`src/rtl/pointwise_pkg.sv`:
```
// pointwise_pkg: op/state enums and the per-lane pointwise op.
// Build macro POINTWISE_SAT_EN turns wrap into saturation for mul/add/shl.
package pointwise_pkg;

    typedef enum logic [1:0] {
        OP_MUL  = 2'd0,
        OP_ADD  = 2'd1,
        OP_SHL  = 2'd2,
        OP_PASS = 2'd3
    } op_e;

    typedef enum logic [1:0] {
        S_IDLE  = 2'd0,
        S_RUN   = 2'd1,
        S_DRAIN = 2'd2,
        S_DONE  = 2'd3
    } state_e;

    // Widest pixel the op function handles.
    localparam int unsigned OP_MAX_W = 32;

    // One lane: x and c are zero-extended pixels of width w (w <= 32).
    function automatic logic [31:0] pw_op(
        input op_e         m,
        input logic [31:0] x,
        input logic [31:0] c,
        input int unsigned w
    );
        logic [63:0] full;
        logic [63:0] mask;
        mask = (64'd1 << w) - 64'd1;
        full = '0;
        unique case (m)
            OP_MUL:  full = {32'd0, x} * {32'd0, c};
            OP_ADD:  full = {32'd0, x} + {32'd0, c};
            OP_SHL:  full = {32'd0, x} << c[3:0];
            OP_PASS: full = {32'd0, x};
        endcase
`ifdef POINTWISE_SAT_EN
        if (m != OP_PASS && (full & ~mask) != 64'd0) begin
            full = mask;
        end
`endif
        full = full & mask;
        return full[31:0];
    endfunction

endpackage

```
`src/rtl/pw_stream_fifo.sv`:
```
// pw_stream_fifo: synchronous FIFO, first word registered, with count.
// Pop on an empty FIFO is ignored; the data port reads zero when empty.
module pw_stream_fifo #(
    parameter int W     = 16,
    parameter int DEPTH = 4
) (
    input  logic                     clk,
    input  logic                     rst_n,
    input  logic                     clear,
    input  logic                     push,
    input  logic [W-1:0]             push_data,
    input  logic                     pop,
    output logic                     valid,
    output logic [W-1:0]             pop_data,
    output logic [$clog2(DEPTH):0]   count
);

    localparam int AW = $clog2(DEPTH);

    logic [W-1:0]  mem [DEPTH];
    logic [AW-1:0] wr_ptr;
    logic [AW-1:0] rd_ptr;
    logic [AW:0]   cnt;
    logic          full;
    logic          wr_ok;
    logic          rd_ok;

    assign full     = (cnt == (AW+1)'(DEPTH));
    assign valid    = (cnt != '0);
    assign rd_ok    = pop && valid;
    assign wr_ok    = push && (!full || rd_ok);
    assign pop_data = valid ? mem[rd_ptr] : '0;
    assign count    = cnt;

    // Storage array; contents are don't-care while the slot is empty.
    always_ff @(posedge clk) begin
        if (wr_ok) begin
            mem[wr_ptr] <= push_data;
        end
    end

    // Pointers and occupancy; clear empties the FIFO in one cycle.
    always_ff @(posedge clk or negedge rst_n) begin
        if (!rst_n) begin
            wr_ptr <= '0;
            rd_ptr <= '0;
            cnt    <= '0;
        end else if (clear) begin
            wr_ptr <= '0;
            rd_ptr <= '0;
            cnt    <= '0;
        end else begin
            if (wr_ok) begin
                wr_ptr <= wr_ptr + AW'(1);
            end
            if (rd_ok) begin
                rd_ptr <= rd_ptr + AW'(1);
            end
            unique case ({wr_ok, rd_ok})
                2'b10:   cnt <= cnt + (AW+1)'(1);
                2'b01:   cnt <= cnt - (AW+1)'(1);
                default: cnt <= cnt;
            endcase
        end
    end

endmodule

```
`src/rtl/pointwise_stream_unit.sv`:
```
// pointwise_stream_unit: LANES-wide per-pixel op stream with credit flow.
// Define POINTWISE_SAT_EN for saturating mul/add/shl (see pointwise_pkg).
module pointwise_stream_unit
    import pointwise_pkg::*;
#(
    parameter int DATA_W      = 16,
    parameter int LANES       = 1,
    parameter int IMG_W       = 64,
    parameter int IMG_H       = 64,
    parameter int PIPE_STAGES = 2,
    parameter int FIFO_DEPTH  = 4
) (
    input  logic                    clk,
    input  logic                    rst_n,
    input  logic                    flush,
    input  logic [1:0]              cfg_mode,
    input  logic [DATA_W-1:0]       cfg_const,
    output logic                    in_read_en,
    input  logic [LANES*DATA_W-1:0] in_data,
    output logic                    out_valid,
    input  logic                    out_ready,
    output logic [LANES*DATA_W-1:0] out_data,
    output logic                    done,
    output logic                    busy
);

    localparam int VW   = LANES * DATA_W;
    localparam int NVEC = IMG_W * IMG_H / LANES;
    localparam int CNTW = $clog2(NVEC + 1);
    localparam int FW   = $clog2(FIFO_DEPTH) + 1;
    localparam int CW   = $clog2(FIFO_DEPTH + PIPE_STAGES + 2) + 1;

    localparam logic [CNTW-1:0] NV      = CNTW'(NVEC);
    localparam logic [CNTW-1:0] NV_LAST = CNTW'(NVEC - 1);

    state_e              state;
    state_e              state_nx;
    op_e                 mode_q;
    logic [DATA_W-1:0]   const_q;
    logic [CNTW-1:0]     rd_cnt;
    logic [CNTW-1:0]     acc_cnt;
    logic                rd_pend;
    logic [VW-1:0]       pipe_d [PIPE_STAGES];
    logic [PIPE_STAGES-1:0] pipe_v;
    logic [VW-1:0]       op_res;
    logic [FW-1:0]       fifo_cnt;
    logic [CW-1:0]       inflight;
    logic                credit_ok;
    logic                pop;

    assign pop = out_valid && out_ready;

    // Apply the latched op to every lane of the incoming vector.
    always_comb begin
        op_res = '0;
        for (int l = 0; l < LANES; l++) begin
            op_res[l*DATA_W +: DATA_W] = DATA_W'(pw_op(
                mode_q,
                32'(in_data[l*DATA_W +: DATA_W]),
                32'(const_q),
                DATA_W));
        end
    end

    // Vectors already promised a FIFO slot: pending read plus pipeline.
    always_comb begin
        inflight = CW'(rd_pend);
        for (int i = 0; i < PIPE_STAGES; i++) begin
            inflight = inflight + CW'(pipe_v[i]);
        end
        credit_ok = (CW'(fifo_cnt) + inflight) < CW'(FIFO_DEPTH);
    end

    // State register.
    always_ff @(posedge clk or negedge rst_n) begin
        if (!rst_n) begin
            state <= S_IDLE;
        end else begin
            state <= state_nx;
        end
    end

    // Next state; flush restarts a frame from any state.
    always_comb begin
        state_nx = state;
        if (flush) begin
            state_nx = S_RUN;
        end else begin
            unique case (state)
                S_IDLE:  state_nx = S_IDLE;
                S_RUN:   if (rd_cnt == NV) state_nx = S_DRAIN;
                S_DRAIN: if (pop && acc_cnt == NV_LAST) state_nx = S_DONE;
                S_DONE:  state_nx = S_IDLE;
                default: state_nx = S_IDLE;
            endcase
        end
    end

    // State-decoded outputs; no read is issued in a flush cycle.
    always_comb begin
        in_read_en = 1'b0;
        done       = 1'b0;
        busy       = 1'b0;
        unique case (state)
            S_RUN: begin
                busy       = 1'b1;
                in_read_en = !flush && (rd_cnt < NV) && credit_ok;
            end
            S_DRAIN: busy = 1'b1;
            S_DONE:  done = 1'b1;
            default: ;
        endcase
    end

    // Frame config and read/accept counters, reloaded on flush.
    always_ff @(posedge clk or negedge rst_n) begin
        if (!rst_n) begin
            mode_q  <= OP_MUL;
            const_q <= '0;
            rd_cnt  <= '0;
            acc_cnt <= '0;
        end else if (flush) begin
            mode_q  <= op_e'(cfg_mode);
            const_q <= cfg_const;
            rd_cnt  <= '0;
            acc_cnt <= '0;
        end else begin
            if (in_read_en) begin
                rd_cnt <= rd_cnt + CNTW'(1);
            end
            if (pop) begin
                acc_cnt <= acc_cnt + CNTW'(1);
            end
        end
    end

    // Pipeline valids: read pending, then PIPE_STAGES compute stages.
    always_ff @(posedge clk or negedge rst_n) begin
        if (!rst_n) begin
            rd_pend <= 1'b0;
            pipe_v  <= '0;
        end else if (flush) begin
            rd_pend <= 1'b0;
            pipe_v  <= '0;
        end else begin
            rd_pend   <= in_read_en;
            pipe_v[0] <= rd_pend;
            for (int i = 1; i < PIPE_STAGES; i++) begin
                pipe_v[i] <= pipe_v[i-1];
            end
        end
    end

    // Pipeline data; stage 0 captures the op result of in_data.
    always_ff @(posedge clk or negedge rst_n) begin
        if (!rst_n) begin
            for (int i = 0; i < PIPE_STAGES; i++) begin
                pipe_d[i] <= '0;
            end
        end else begin
            pipe_d[0] <= op_res;
            for (int i = 1; i < PIPE_STAGES; i++) begin
                pipe_d[i] <= pipe_d[i-1];
            end
        end
    end

    pw_stream_fifo #(
        .W     (VW),
        .DEPTH (FIFO_DEPTH)
    ) u_fifo (
        .clk       (clk),
        .rst_n     (rst_n),
        .clear     (flush),
        .push      (pipe_v[PIPE_STAGES-1]),
        .push_data (pipe_d[PIPE_STAGES-1]),
        .pop       (pop),
        .valid     (out_valid),
        .pop_data  (out_data),
        .count     (fifo_cnt)
    );

endmodule
```
`config.mk`:
```
export PLATFORM = sky130hd
export DESIGN_NAME = pointwise_stream_unit
export DESIGN_NICKNAME = d
export VERILOG_FILES = /design/src/rtl/pointwise_pkg.sv /design/src/rtl/pw_stream_fifo.sv /design/src/rtl/pointwise_stream_unit.sv
export SDC_FILE = /design/constraint.sdc
export NUM_CORES = 1
export LEC_CHECK = 0
export ABC_AREA = 1
export CAP_MARGIN = 0
export CORE_ASPECT_RATIO = 1.25
export CORE_MARGIN = 2
export CORE_UTILIZATION = 45
export CTS_CLUSTER_SIZE = 25
export DETAILED_ROUTE_END_ITERATION = 8
export DONT_BUFFER_PORTS = 1
export GPL_ROUTABILITY_DRIVEN = 0
export PLACE_DENSITY_LB_ADDON = 0.08
export SLEW_MARGIN = 30
export SYNTH_ARGS = -nofsm -noshare
export SYNTH_HDL_FRONTEND = slang
export SYNTH_SLANG_ARGS = --single-unit
export TNS_END_PERCENT = 50
```
`constraint.sdc`:
```
create_clock -name clk -period 6.55 [get_ports clk]
set_input_delay 0.655 -clock clk [delete_from_list [all_inputs] [get_ports clk]]
set_output_delay 0.655 -clock clk [all_outputs]
set_load 0.02 [all_outputs]
```
==> metrics.cfg <==
[status]
outcome=complete, no violations

[floorplanning]
fp-row-count=66
start_util_pct=45.7
chipWidth_um=149
core_area_mm2=0.0259
io_pins=58
die_y_um=185
dieArea_mm2=0.0277

[critical_path]
ff2ff_path_depth=21
cp_cell_sequence=ha_1, xnor2_1, ha_1, o21bai_1, inv_1, fa_1, fa_1, fa_1, inv_1, fa_1, inv_1, fa_1, inv_1, ha_1, inv_1, nor3_1, nand3_1, nand4_1, xor2_1, nand2_1, nand3_1
crit_start=const_q[5]
r2r_start=const_q[5]
critical-path-max-stage-delay_ns=0.71
worstSetupPathType=reg -> reg
critical_path_arrival_ns=5.94
cp-end-kind=flip-flop
start_kind=flip-flop
r2r-end=pipe_d[30]
slowest_stage=dfrtp_1
cp_max_fo=14
required_ns=6.91
r2r_setup_slack_ns=0.97

[grt]
grt_pass1_wl_um=50400
antenna_found_initial=0
grt_max_degree=89
busiest_layer=met2
grt_pass1_vias=9395
grt_overflow=0
use_met1_pct=29.3
track_usage_pct=24.1
grt_use_met3_pct=3.24
use_met2_pct=43.1

[route]
vias_per_cell=5.12
drt-total-wl_um=31200
drc=0
vias=9259
wl_per_cell_um=17.3
drt-pass1-iter-count=6
drt_iter0_drc=472
detail-route-antenna-nets=0

[logic_synthesis]
syn_nets=1681
ys.flop_type=dfrtp_1
ys_ff_latch=152
avgSynthCellArea_um2=8.00
ys_types=48
synth_edf_count=64
syn-instance-count=1482
ys_warn_count=0
async_flop_share_pct=57.9
synth_seq_area_share_pct=34.8
syn-cell-area_mm2=0.0119

[sta]
finalHoldViolCount=0
slew_headroom_pct=44.9
rsz0062_at_grt=false
finClkSkew_ns=0.0144
fmax_ghz=0.179
setup_ws_ns=0.975
worst_pin_slew_ns=0.822
finalSetupTns_ns=0
drv_slew=0
setup_violations=0
period_share_pct=85.1
final.min_clock_period_ns=5.58

[final_layout]
n_antenna_cell=0
fin_nets=1655
finish.utilization_pct=49.3
drive_gt1_share_pct=4.77
syn_to_final_growth_pct=7.85
final_cell_mix=386 x nand2_1, 282 x inv_1, 119 x nor2_1
final_common_cell=nand2_1

[clocking]
clkSlewWorstSetupHoldPaths_ns=0.07
clock-sinks=152
cts_tree=done
insertion_delay_ns=0.43
cts.path.max_buffers=2
h-tree-depth=4
cts_made_buffers=17
root_buffer=clkbuf_16
cts_resized=0

[pwr]
power_w=0.00485
power.static_leakage_nw=6.55
power.density_mw_per_mm2=380
ir_drop_v=0.000223

[worst_hold_path]
hp-class=in -> async

[placed_design]
dp_slack_ns=1.02
hpwl_um=22900
io_buffers=0

[flow_run]
cap_violations=0

area by class of cell:
| cell class | instances | area [um^2] |
|---|---|---|
| clock buffer | 17 | 425 |
| tap | 340 | 425 |
| multi-input combinational | 990 | 6480 |
| sequential | 152 | 4120 |
| timing repair buffer | 7 | 72.6 |
| clock inverter | 15 | 180 |
| inverter | 288 | 1080 |
| fill | 2538 | 13100 |
sequential cells by signal, indices dropped and copies added, names as in the netlist:
| signal | cells |
|---|---|
| u_fifo.mem | 64 |
| pipe_d | 32 |
| const_q | 16 |
| acc_cnt | 13 |
| rd_cnt | 13 |
| u_fifo.count | 3 |
| mode_q | 2 |
| pipe_v | 2 |
| state | 2 |
| u_fifo.rd_ptr | 2 |
| u_fifo.wr_ptr | 2 |
| rd_pend | 1 |
how the worst max path moves through the flow:
stage	endpoint	cells after the start
5_1_grt	pipe_d[30]	21
4_1_cts	pipe_d[30]	18
2_1_floorplan	pipe_d[31]	23
6_report	pipe_d[30]	21
3_5_place_dp	pipe_d[30]	19
3_3_place_gp	pipe_d[30]	19
critical path: cells and delay by family, from the launching register on:
kind / cells / cell delay, ns
XOR/XNOR: 2 / 0.31
flip-flops: 1 / 0.71
AO/OA/AOI/OAI: 1 / 0.10
AND/OR/NAND/NOR: 5 / 0.70
buffers and inverters: 5 / 0.31
adder cells (fa/ha/maj): 8 / 3.37
per-stage QoR:
stage	hold slack [ns]	std cells	instance area [um^2]
after floorplan	0.331	1482	11900
after global routing	0.159	1809	12800
final	0.124	1809	12800
after CTS	0.136	1809	12800
after global placement	0.334	1776	12100
after detailed placement	0.336	1776	12100
where the power goes:
part           total [W]  leakage (nW)  internal (W)  switching, W
Sequential       0.00130          1.71       0.00117      0.000126
Combinational    0.00255          4.54      0.000942       0.00160
Clock            0.00101         0.303      0.000578      0.000431
Total            0.00485          6.55       0.00269       0.00216
routing by layer:
| layer | vias up | share of wire, % |
|---|---|---|
| li1 | 4580 | - |
| met1 | 4391 | 41 |
| met2 | 219 | 51 |
| met3 | 69 | 3.8 |
| met4 | 0 | 3.7 |
| met5 | - | 0 |
synthesized netlist by cell type (all sizes together) (7+ instances only):
| cell | count | share of area [%] |
|---|---|---|
| nand2 | 391 | 13 |
| inv | 286 | 9.1 |
| nor2 | 129 | 4.2 |
| dfrtp | 88 | 19 |
| o21ai | 85 | 3.6 |
| fa | 82 | 14 |
| ha | 79 | 8.3 |
| a21oi | 72 | 3.0 |
| edfxtp | 64 | 16 |
| nand3 | 52 | 2.2 |
| clkbuf | 41 | 1.3 |
| nor3 | 17 | 0.99 |
| xor2 | 15 | 1.1 |
| buf | 11 | 0.43 |
| nand4 | 8 | 0.47 |
| o2111ai | 7 | 0.52 |
| xnor2 | 7 | 0.52 |
logic make-up (layout without fill, tap and decap cells):
group | after synthesis | in the layout | share of synthesized area [%]
AOI/OAI and AO/OA | 197 | 197 | 9.28
adders and majority gates | 161 | 161 | 22.2
buffers and inverters | 340 | 327 | 10.8
DFF | 152 | 152 | 34.8
muxes | 2 | 2 | 0.169
and+or+nand+nor | 608 | 608 | 21.1
xor gates and xnor gates | 22 | 22 | 1.63
timing repair:
| item | in CTS | in global routing |
|---|---|---|
| setup buffers | 0 | 0 |
| hold buffers | 1 | 0 |
| hold endpoints to repair | 88 | 0 |
Note: power is estimated with default switching activity, not from simulation.
